===== config.mk =====
export PLATFORM = sky130hd
export DESIGN_NAME = s_p_deserializer
export DESIGN_NICKNAME = d
export VERILOG_FILES = /design/src/rtl/s_p_deserializer.sv
export SDC_FILE = /design/constraint.sdc
export NUM_CORES = 1
export LEC_CHECK = 0
export ABC_AREA = 1
export ABC_CLOCK_PERIOD_IN_PS = 1900
export CAP_MARGIN = 20
export CORE_ASPECT_RATIO = 1.75
export CORE_MARGIN = 5
export CORE_UTILIZATION = 40
export CTS_BUF_LIST = sky130_fd_sc_hd__clkbuf_8 sky130_fd_sc_hd__clkbuf_16
export CTS_CLUSTER_SIZE = 12
export DETAILED_ROUTE_END_ITERATION = 7
export GPL_ROUTABILITY_DRIVEN = 1
export PLACE_DENSITY_LB_ADDON = 0.15
export SYNTH_ARGS = -nofsm -noshare
export SYNTH_HDL_FRONTEND = slang
export SYNTH_SLANG_ARGS = --single-unit

===== constraint.sdc =====
create_clock -name CK -period 1.9 [get_ports CK]
set_clock_uncertainty 0.05 [all_clocks]
set_input_delay 0.19 -clock CK [delete_from_list [all_inputs] [get_ports CK]]
set_output_delay 0.19 -clock CK [all_outputs]
set_load 0.005 [all_outputs]

===== src/rtl/s_p_deserializer.sv =====
// Multi-lane serial-to-parallel converter with SYNC-based frame alignment,
// a valid/ready output register and a sticky overrun flag.
// All lanes share one bit counter and complete their words together.
module s_p_deserializer #(
   parameter int C_BITS_OUT  = 8,
   parameter int C_LANES     = 1,
   parameter int C_MSB_FIRST = 0
) (
   input  logic                            CK,
   input  logic                            RST,
   input  logic                            EN,
   input  logic                            SYNC,
   input  logic [C_LANES-1:0]              D,
   input  logic                            CLR_OVR,
   input  logic                            READY,
   output logic [C_LANES*C_BITS_OUT-1:0]   Q,
   output logic                            VALID,
   output logic                            LOCKED,
   output logic                            OVERRUN
);

   localparam int W  = C_BITS_OUT;
   localparam int QW = C_LANES * C_BITS_OUT;
   localparam int CW = (C_BITS_OUT > 1) ? $clog2(C_BITS_OUT) : 1;

   localparam logic [CW-1:0] CNT_ZERO = CW'(0);
   localparam logic [CW-1:0] CNT_ONE  = CW'(1);
   localparam logic [CW-1:0] CNT_LAST = CW'(C_BITS_OUT - 1);

   typedef enum logic [0:0] {
      ST_HUNT = 1'b0,
      ST_LOCK = 1'b1
   } state_t;

   state_t          state_r;
   state_t          state_s;
   logic [CW-1:0]   cnt_r;
   logic [CW-1:0]   cnt_s;
   logic [QW-1:0]   sh_r;
   logic [QW-1:0]   sh_s;
   logic [QW-1:0]   q_r;
   logic [QW-1:0]   q_s;
   logic            valid_r;
   logic            valid_s;
   logic            locked_r;
   logic            locked_s;
   logic            ovr_r;
   logic            ovr_s;
   logic [QW-1:0]   shifted_s;
   logic [QW-1:0]   restart_s;
   logic            done_s;

   // Per-lane candidate register values: normal shift, and a fresh frame whose bit 0 is D.
   always_comb begin
      shifted_s = '0;
      restart_s = '0;
      for (int l = 0; l < C_LANES; l++) begin
         if (C_MSB_FIRST != 0) begin
            shifted_s[l*W +: W] = {sh_r[l*W +: W-1], D[l]};
            restart_s[l*W +: W] = {{(W-1){1'b0}}, D[l]};
         end else begin
            shifted_s[l*W +: W] = {D[l], sh_r[l*W+1 +: W-1]};
            restart_s[l*W +: W] = {D[l], {(W-1){1'b0}}};
         end
      end
   end

   // Alignment FSM: next state, bit counter, shift registers and word-completion strobe.
   always_comb begin
      state_s = state_r;
      cnt_s   = cnt_r;
      sh_s    = sh_r;
      done_s  = 1'b0;
      case (state_r)
         ST_HUNT: begin
            if (EN && SYNC) begin
               state_s = ST_LOCK;
               sh_s    = restart_s;
               cnt_s   = CNT_ONE;
            end else begin
               state_s = ST_HUNT;
            end
         end
         ST_LOCK: begin
            if (EN && SYNC) begin
               // frame restart: partial word dropped, current bit is bit 0
               sh_s  = restart_s;
               cnt_s = CNT_ONE;
            end else if (EN) begin
               sh_s = shifted_s;
               if (cnt_r == CNT_LAST) begin
                  cnt_s  = CNT_ZERO;
                  done_s = 1'b1;
               end else begin
                  cnt_s = cnt_r + CNT_ONE;
               end
            end else if (SYNC) begin
               // marker without a bit: drop the partial word, next bit is bit 0
               sh_s  = '0;
               cnt_s = CNT_ZERO;
            end else begin
               state_s = ST_LOCK;
            end
         end
         default: begin
            state_s = ST_HUNT;
            cnt_s   = CNT_ZERO;
            sh_s    = '0;
         end
      endcase
   end

   // Output register, handshake and sticky overrun (a new overrun beats a clear).
   always_comb begin
      q_s      = q_r;
      valid_s  = valid_r;
      locked_s = (state_s == ST_LOCK);
      if (CLR_OVR) begin
         ovr_s = 1'b0;
      end else begin
         ovr_s = ovr_r;
      end
      if (done_s) begin
         if (valid_r && !READY) begin
            ovr_s = 1'b1;
         end else begin
            q_s     = shifted_s;
            valid_s = 1'b1;
         end
      end else if (valid_r && READY) begin
         valid_s = 1'b0;
      end else begin
         valid_s = valid_r;
      end
   end

   // State and datapath registers with asynchronous reset.
   always_ff @(posedge CK or posedge RST) begin
      if (RST) begin
         state_r  <= ST_HUNT;
         cnt_r    <= CNT_ZERO;
         sh_r     <= '0;
         q_r      <= '0;
         valid_r  <= 1'b0;
         locked_r <= 1'b0;
         ovr_r    <= 1'b0;
      end else begin
         state_r  <= state_s;
         cnt_r    <= cnt_s;
         sh_r     <= sh_s;
         q_r      <= q_s;
         valid_r  <= valid_s;
         locked_r <= locked_s;
         ovr_r    <= ovr_s;
      end
   end

   assign Q       = q_r;
   assign VALID   = valid_r;
   assign LOCKED  = locked_r;
   assign OVERRUN = ovr_r;

endmodule


Word level (Yosys, flattened, before mapping). Cells that the tools add are included.

Flip-flop bits (word level): 22. Input port bits: 7. Output and inout bits: 11. Logic and storage cells: 44.

$add $sub $neg: 1. Eq/ne operators: 4. Mux-type cells: 23. Bitwise logic cells: 2. Reduce and logical (&&, ||, !) cells: 8.

Operators by type and width (count): $mux 8 (4); $pmux 8 s2 (1); $mux 3 (5); $mux 1 (11); $pmux 3 s2 (1); $reduce_and 2->1 (3); $ne 2x2->1 const B (2); $ne 4x3->1 const B (1); $add 3x1->3 const B (1); $eq 3x3->1 const B (1); $logic_and 1x1->1 (3); $not 1->1 (2); $pmux 1 s2 (1); $reduce_bool 2->1 (1); $logic_not 1->1 (1).

Longest topological paths before layout. Gate-level depths: netlist (run 1).

Depth in word-level cells: 7. Gate-level depth with buffers: 8. Gate-level depth less buffers: 7.

Worst setup path after synthesis (run 1). OpenSTA, ideal clock, no wires.

Path kind: register to register. Start point: register cnt_r[0]. End point: register cnt_r[0]. Setup time: 66 ps. Data arrival time: 1217 ps. Data required time: 1784 ps. Path slack: 567 ps. Cell stages (with the launch flop): 9. Path buffers: 1. Period minus slack after synthesis: 1333 ps. Cell sequence: dfrtp_1 > ha_1 > ha_1 > buf_4 > nor2_1 > nand2_1 > nand2_1 > nand2_1 > nand2_1.

Cells in the longest elaborated chain, start to end: 5. Elaborated cells on any way between the ends: 6. Those cells by class: 1 x add/sub; 1 x eq/ne; 4 x mux.

Ends and longest elaborated chain: from (decl) (RTL line 37) `logic [CW-1:0] cnt_r;`; from (signal assigned) (RTL line 149) `cnt_r <= cnt_s;`; $add 3x1->3 / $eq 3x3->1 (equally long branches) (RTL line 95, 91); $mux 3 * (RTL line 91) `if (cnt_r == CNT_LAST) begin`; $mux 3 * (RTL line 89) `end else if (EN) begin`; $mux 3 * (RTL line 85) `if (EN && SYNC) begin`; $pmux 3 s2 * (RTL line 74) `case (state_r)`.

Mark *: on every way between the ends. The rest lies on a longest branch, timed or not. A chain may end at the register's enable or synchronous reset.

Worst setup path after layout (run 1). Ends and elaborated chain as after synthesis.

==> out/results.ini, run 1 <==
[pwr]
seq_power_share = 0.569
p_leak_nw = 0.614
p_switching_mw = 0.187
comb_power_share = 0.079
power_density_mw_per_mm2 = 711
peakVddDrop_uv = 414
switching_share = 0.228
intPower_mw = 0.632
clockPowerShare = 0.352

[final_layout]
nets = 132
final_common_cell = nand2_1
diodes = 0
fin_area_sq_mm = 0.00115
fillCellCount = 216
drive_above_1_share = 0.0820
final_cell_mix = nand2_1 (55), dfrtp_1 (21), clkdlybuf4s50_1 (17)
syn2layout_area_growth_pct = 26.2
multi_input_area_sq_um = 348
regArea_sq_um = 526

[sta]
hold_viol_final = 0
slew_violations = 0
setup_viol = 0
finalSetupTns_ns = 0
max_clock_freq_mhz = 700
worstMarginPinSlew_ns = 0.433
slew_headroom = 0.711
rsz0062_at_grt = false
fin_crit_ns = 1.43
hold_slack_ns = 0.213
fin_crit_sh = 0.752

[route]
finalWirelength_mm = 1.69
wl_met1_um = 711
met3_length_um = 66
first_pass_iters = 4
drc = 0
dr.max_layer_used = met4
num_vias = 703
vias_per_cell = 4.78
wl_per_cell_um = 11.5
drt-initial-drc-count = 22
drt.antenna.violating_nets = 0
wl_met2_um = 890

[clock_network]
postCtsHoldBufs = 0
cts_resized = 0
cts_max_path_buffers = 2
clk_pin_slew_ns = 0.08
clock-sinks = 21
htree_levels = 1
post_cts_buffers = 0
clock-root-buffer = clkbuf_8
numCtsBuffers = 3
cts_tree = built
clk_latency_ns = 0.26

[die]
fp.dieW_um = 46.1
ios = 18
coreArea_sq_mm = 0.00224
die-height_um = 73.2
rows = 23
dieArea_sq_mm = 0.00337
start_util = 0.406

[global_route]
grt-ovfl-total = 0
antenna_found_initial = 0
grt_pass1_vias = 746
grt_pass1_wl_mm = 3.07
track_usage = 0.123
grt_max_degree = 22

[placed_design]
place.gp.congestion = 0.723
dp_hpwl_mm = 1.25
placed_area_sq_mm = 0.00110
port_buffers = 17

[worst_setup_path]
slowest_stage = ha_1
r2r_slack_ns = 0.47
worst_setup_path_end_kind = flop
r2r-start = cnt_r[0]
start_kind = flop
cp.required_ns = 2.00
path_common_cell = nand2_1
r2r-end = cnt_r[0]
crit_path_max_incr_delay_ns = 0.42
worstRegToRegCells = 7
crit_path_cell_trace = ha_1 > ha_1 > nor2_1 > nand2_1 > nand2_1 > nand2_1 > nand2_1
setup.worst_path.class = reg2reg
path_max_fanout = 11
worstPathArrival_ns = 1.53

[synth]
yosysWarningCount = 0
avgSynthCellArea_sq_um = 8.94
yosys.area.top_type = dfrtp_1
synth_area_sq_um = 912
ys_seq_area_frac = 0.576
synth-seq-cells = 21
ys_top_cells_by_area = dfrtp_1 (58%), nand2_1 (23%), nand4_1 (5.5%)
yosysTopAreaCellShare = 0.576
ys_types = 15
netlist_instances = 102
syn_nets = 111

[status]
status = finished clean

[min_path]
hold_class = in2async

[run]
drv_cap = 0

## per-layer routing
metal  global-route usage  vias to the layer above
met1                0.145                      328
met5                    0                        -
met2                0.201                       10
met3               0.0222                        2
li1                     -                      363
met4               0.0665                        0
## power groups by stage
| stage | clock network [mW] | logic, mW | registers, mW |
|---|---|---|---|
| finish | 0.288 | 0.0645 | 0.466 |
| global route | 0.315 | 0.0749 | 0.468 |
| CTS | 0.297 | 0.0669 | 0.466 |
| detailed placement | 0 | 0.0664 | 0.475 |
| global placement | 0 | 0.0646 | 0.474 |
| floorplan | 0 | 0.0383 | 0.473 |
## cells in the mapped netlist
| master | n |
|---|---|
| o21ai_0 | 1 |
| a21oi_1 | 2 |
| nand4_1 | 8 |
| buf_2 | 1 |
| nand2_1 | 55 |
| nor2_4 | 1 |
| dfrtp_1 | 21 |
| o21ai_2 | 1 |
| buf_6 | 1 |
| ha_1 | 2 |
| nand3_4 | 1 |
| buf_4 | 1 |
| nor2_1 | 2 |
| nand2_2 | 1 |
| inv_1 | 4 |
## worst max-delay path by stage
stage	slack [ns]	end	depth (start not counted)	from
2_1_floorplan	0.57	cnt_r[0]	8	cnt_r[0]
3_3_place_gp	0.27	Q[7]	6	EN
3_5_place_dp	0.22	Q[7]	6	EN
4_1_cts	0.45	Q[7]	5	cnt_r[0]
5_1_grt	0.34	cnt_r[0]	7	cnt_r[0]
6_report	0.47	cnt_r[0]	7	cnt_r[0]
## sequential cells by signal, summed over array words and instances (netlist names)
signal and flops:
LOCKED 1, cnt_r 3, VALID 1, OVERRUN 1, sh_r 7, Q 8
## worst max-delay path: cells and delay by family (launching register included)
kind,cells,cell delay (ns)
simple gates,5,0.33
flops,1,0.37
fa+ha+maj,2,0.58
## stage by stage
| stage | worst slack [ns] | power (mW) | util | cells |
|---|---|---|---|---|
| 2_1_floorplan | 0.567 | 0.511 | - | 102 |
| 3_3_place_gp | 0.267 | 0.539 | 0.492 | 143 |
| 3_5_place_dp | 0.216 | 0.541 | 0.492 | 143 |
| 4_1_cts | 0.452 | 0.830 | 0.513 | 147 |
| 5_1_grt | 0.344 | 0.858 | 0.513 | 147 |
| 6_report | 0.471 | 0.819 | 0.513 | 147 |
## final cells by class
cell class,instances,area share
flip-flops and latches,21,0.457
multi-input cells,74,0.302
repair buffers,19,0.161
clock buffers,3,0.0359
well taps,25,0.0272
inverters,4,0.0130
clock inverters,1,0.00435
## kinds of logic after synthesis
| group | Yosys count | synth area share |
|---|---|---|
| buf+inv | 7 | 0.0425 |
| compound gates | 4 | 0.0261 |
| simple gates | 68 | 0.328 |
| flops | 21 | 0.576 |
| fa+ha+maj | 2 | 0.0274 |
Note: power is estimated with default switching activity, not from simulation.
==> run 2: changes to the inputs <==
--- a/config.mk
+++ b/config.mk
@@ -6,7 +6,7 @@
 export NUM_CORES = 1
 export LEC_CHECK = 0
 export ABC_AREA = 1
-export ABC_CLOCK_PERIOD_IN_PS = 1900
+export ABC_CLOCK_PERIOD_IN_PS = 1500
 export CAP_MARGIN = 20
 export CORE_ASPECT_RATIO = 1.75
 export CORE_MARGIN = 5
==> constraint.sdc (replaced) <==
create_clock -name CK -period 1.5 [get_ports CK]
set_clock_uncertainty 0.05 [all_clocks]
set_input_delay 0.15 -clock CK [delete_from_list [all_inputs] [get_ports CK]]
set_output_delay 0.15 -clock CK [all_outputs]
set_load 0.005 [all_outputs]
==> run 2 against run 1 <==
Against the previous run: largest cell class unchanged; global-route usage grew 0.50 points; die area is the same; critical path type unchanged; total power grew 27%; highest routed layer unchanged; core utilization grew 2.6 points.
==> out/results.ini, run 2 (synthesis results as in run 1) <==
[pwr]
peakVddDrop_uv = 506  ; +22%
p_leak_nw = 0.654  ; +6.5%
power_density_mw_per_mm2 = 862  ; +21%

[clock_network]
numCtsBuffers = 3  ; unchanged
post_cts_buffers = 0  ; unchanged
postCtsHoldBufs = 0  ; unchanged
cts_max_path_buffers = 2  ; unchanged
cts_tree = built
clock-sinks = 21  ; unchanged
clock-root-buffer = clkbuf_8
htree_levels = 1  ; unchanged
clk_pin_slew_ns = 0.07  ; about the same
cts_resized = 0  ; unchanged
clk_latency_ns = 0.25  ; about the same

[route]
drt.antenna.violating_nets = 0  ; unchanged
finalWirelength_mm = 1.79  ; +6.2%
num_vias = 742  ; +5.5%
wl_per_cell_um = 11.6  ; +0.74%
first_pass_iters = 4  ; unchanged
vias_per_cell = 4.79  ; +0.10%
drt-initial-drc-count = 19  ; -14%
drc = 0  ; unchanged

[sta]
slew_headroom = 0.733  ; +0.0215
max_clock_freq_mhz = 724  ; +3.4%
slew_violations = 0  ; unchanged
finalSetupTns_ns = 0  ; unchanged
fin_crit_sh = 0.921  ; +0.169
worst_slack_ns = 0.118  ; -0.353 ns
hold_viol_final = 0  ; unchanged
setup_viol = 0  ; unchanged
fin_crit_ns = 1.38  ; -0.0468 ns
rsz0062_at_grt = false
worstMarginPinSlew_ns = 0.401  ; -0.0323 ns

[status]
status = finished clean

[global_route]
grt_busiest_layer = met2
grt_pass1_vias = 785  ; +5.2%
antenna_found_initial = 0  ; unchanged
track_usage = 0.128  ; +0.00496
grt_pass1_wl_mm = 3.23  ; +5.2%
use_met3 = 0.0272  ; +0.00494
gr-usage-met2 = 0.222  ; +0.0215
use_met1 = 0.138  ; -0.00761
grt-ovfl-total = 0  ; unchanged
grt_max_degree = 22  ; unchanged

[final_layout]
final_common_cell = nand2_1
final_cell_mix = nand2_1 (55), dfrtp_1 (21), clkdlybuf4s50_1 (17)
nets = 140  ; +6.1%
syn2layout_area_growth_pct = 32.6
diodes = 0  ; unchanged
drive_above_1_share = 0.131  ; +0.0488
largest_reg_flops = 8  ; unchanged

[worst_setup_path]
setup.worst_path.class = reg2reg
path_max_fanout = 11  ; unchanged
worstPathArrival_ns = 1.48  ; -0.05 ns
start_kind = flop
startpoint = cnt_r[0]
cp.required_ns = 1.60  ; -0.40 ns
worst_setup_path_end_kind = flop
r2r-start = cnt_r[0]

[die]
die-height_um = 73.2  ; unchanged
fp.dieW_um = 46.1  ; unchanged
start_util = 0.406  ; unchanged
coreArea_sq_mm = 0.00224  ; unchanged
ios = 18  ; unchanged
rows = 23  ; unchanged
dieArea_sq_mm = 0.00337  ; unchanged

[min_path]
hold_class = in2async

[placed_design]
dp_hpwl_mm = 1.40  ; +12%
place.gp.congestion = 0.730  ; +0.87%
port_buffers = 17  ; unchanged
place_ws_ns = 0.0761  ; -0.140 ns

[run]
drv_cap = 0  ; unchanged

[run 2: worst max-delay path, cell delays in order, from the launching register on]
cell     delay (ns)
dfrtp_1        0.37
ha_1           0.15
ha_1           0.39
nand3_4        0.17
nand2_1        0.09
nand2_1        0.05
[run 2: report_power, final]
part / switching, mW / internal [mW] / leakage, nW / total [mW]
clock: 0.174 / 0.182 / 0.0269 / 0.356
sequential: 0.0100 / 0.580 / 0.283 / 0.590
combinational: 0.0494 / 0.0473 / 0.344 / 0.0967
[run 2: final timing paths]
path                       cells past startpoint   end  slack [ns]
min reg2reg                                    2  Q[2]        0.42
min in group CK                                2  Q[2]        0.42
max                                            5  Q[0]        0.12
max reg2reg                                    5  Q[0]        0.12
min                                            3  Q[1]        0.19
max in group asynchronous                      3  Q[3]        1.00
[run 2: through the flow]
| step | total power [mW] | hold slack (ns) | utilization | cell area (sq um) | cells |
|---|---|---|---|---|---|
| after global routing | 1.10 | 0.206 | 0.539 | 1210 | 155 |
| after CTS | 1.05 | 0.202 | 0.539 | 1210 | 155 |
| final | 1.04 | 0.186 | 0.539 | 1210 | 155 |
| after floorplan | 0.648 | 0.0765 | - | 912 | 102 |
| after global placement | 0.698 | 0.406 | 0.519 | 1160 | 151 |
| after detailed placement | 0.700 | 0.408 | 0.519 | 1160 | 151 |
[run 2: cell type report]
cell class,count,area [sq um]
Clock inverter,1,3.75
Tap cell,25,31.3
Multi-Input combinational cell,74,348
Inverter,4,15.0
Clock buffer,3,41.3
Timing Repair Buffer,27,245
Fill cell,212,1030
Sequential cell,21,526
[run 2: routing by layer]
layer | up-vias | wire length, um
li1 | 381 | -
met1 | 347 | 719
met2 | 12 | 984
met3 | 2 | 69
met4 | 0 | 19
met5 | - | 0
==> edit, RTL diff (config.mk and constraints of run 2) <==
Change the parameter `C_BITS_OUT` from 8 to 16.
--- a/src/rtl/s_p_deserializer.sv
+++ b/src/rtl/s_p_deserializer.sv
@@ -2,7 +2,7 @@
 // a valid/ready output register and a sticky overrun flag.
 // All lanes share one bit counter and complete their words together.
 module s_p_deserializer #(
-   parameter int C_BITS_OUT  = 8,
+   parameter int C_BITS_OUT  = 16,
    parameter int C_LANES     = 1,
    parameter int C_MSB_FIRST = 0
 ) (
Ports: changed (resized Q); port bits go from 18 to 26. The function was not compared with the original's and may differ.
==> edit against run 2 <==
  * Synthesized cell count grew 66%
  * Non-clock buffer count grew 10
  * Sequential cell count grew 17
  * Cell area grew 70%
  * Sequential power grew 78%
  * Power grew 70%
  * Count of clock-buffer cells in the layout grew 2
  * Setup slack lost 0.049 ns
  * Synthesized area grew 76%
  * First-iteration DRC count shrank 37%
  * Routed wire length grew 76%
  * Highest routed layer unchanged
==> edit: results (changes against run 2) <==
| Metric | Value |
|---|---|
| Vias in the first global route | 1230 (was 785) |
| Outcome | finished, final reports clean (unchanged) |
| Place WS | -0.1130 ns (was 0.07613 ns) |
| Post-synthesis adder-cell area fraction | 0.7800% (was 2.743%) |
| Distinct cells, synth | 17 (was 15) |
| Nets | 216 (was 140) |
| Sequential share of the synthesized area | 59.28% (was 57.61%) |
| Pleak | 1.042 nW (was 0.6539 nW) |
| Clk Latency, worst-skew pair | 0.28 ns (was 0.25 ns) |
| Max FO, Critical Path | 5 (was 11) |
| Ratio of cells with drive above 1 in the final layout | 12.98% (was 13.08%) |
| Worst setup endpoint | LOCKED (was Q[0]) |
| Slowest cell on crit path | clkdlybuf4s50_1 (was ha_1) |
| M1 GR Usage | 14.67% (was 13.75%) |
| Post-DP HPWL | 2394 um (was 1404 um) |
| Worst Max-Slew Pin Slew | 0.2790 ns (was 0.4009 ns) |
| IO Port Bufs | 25 (was 17) |
| GR Util met3 | 3.026% (was 2.716%) |
| Wire length on met3 | 106 um (was 69 um) |
| Reg2reg end | Q[14] (was Q[0]) |
| Placer Congestion | 0.7505 (was 0.7295) |
| Gr usage total | 13.02% (was 12.77%) |
| Dominant cells by area after synthesis | dfrtp_1, nand2_1, nand3_1, inv_1, o22ai_1 (was dfrtp_1, nand2_1, nand4_1, ha_1, nand3_4) |
| Post-CTS sizing | 1 (was 0) |
| Number of CTS-inserted buffers | 5 (was 3) |
edit: cell type report:
type	instances	area share, %
clock buffers	5	3.348
clock inverters	2	0.3652
inverters	24	4.382
multi-input cells	102	25.50
flip-flops and latches	38	46.32
well taps	48	2.921
repair buffers	37	17.16
edit: per-stage QoR:
| stage | hold slack (ns) | cell area [um2] | total power (W) | cells | TNS [ns] |
|---|---|---|---|---|---|
| after global routing | 0.1982 | 2056 | 0.001858 | 256 | 0 |
| after detailed placement | 0.4092 | 1946 | 0.001178 | 245 | -2.159 |
| after floorplan | 0.1990 | 1604 | 0.001129 | 169 | 0 |
| after CTS | 0.1753 | 2023 | 0.001802 | 252 | 0 |
| final | 0.1690 | 2056 | 0.001777 | 256 | 0 |
| after global placement | 0.4088 | 1946 | 0.001176 | 245 | -1.120 |
edit: power by group:
group	leakage, nW	switching, W	internal [W]
Sequential	0.521	0.0000108	0.00104
Clock	0.0466	0.000314	0.000306
Combinational	0.474	0.0000654	0.0000448
Total	1.04	0.000390	0.00139
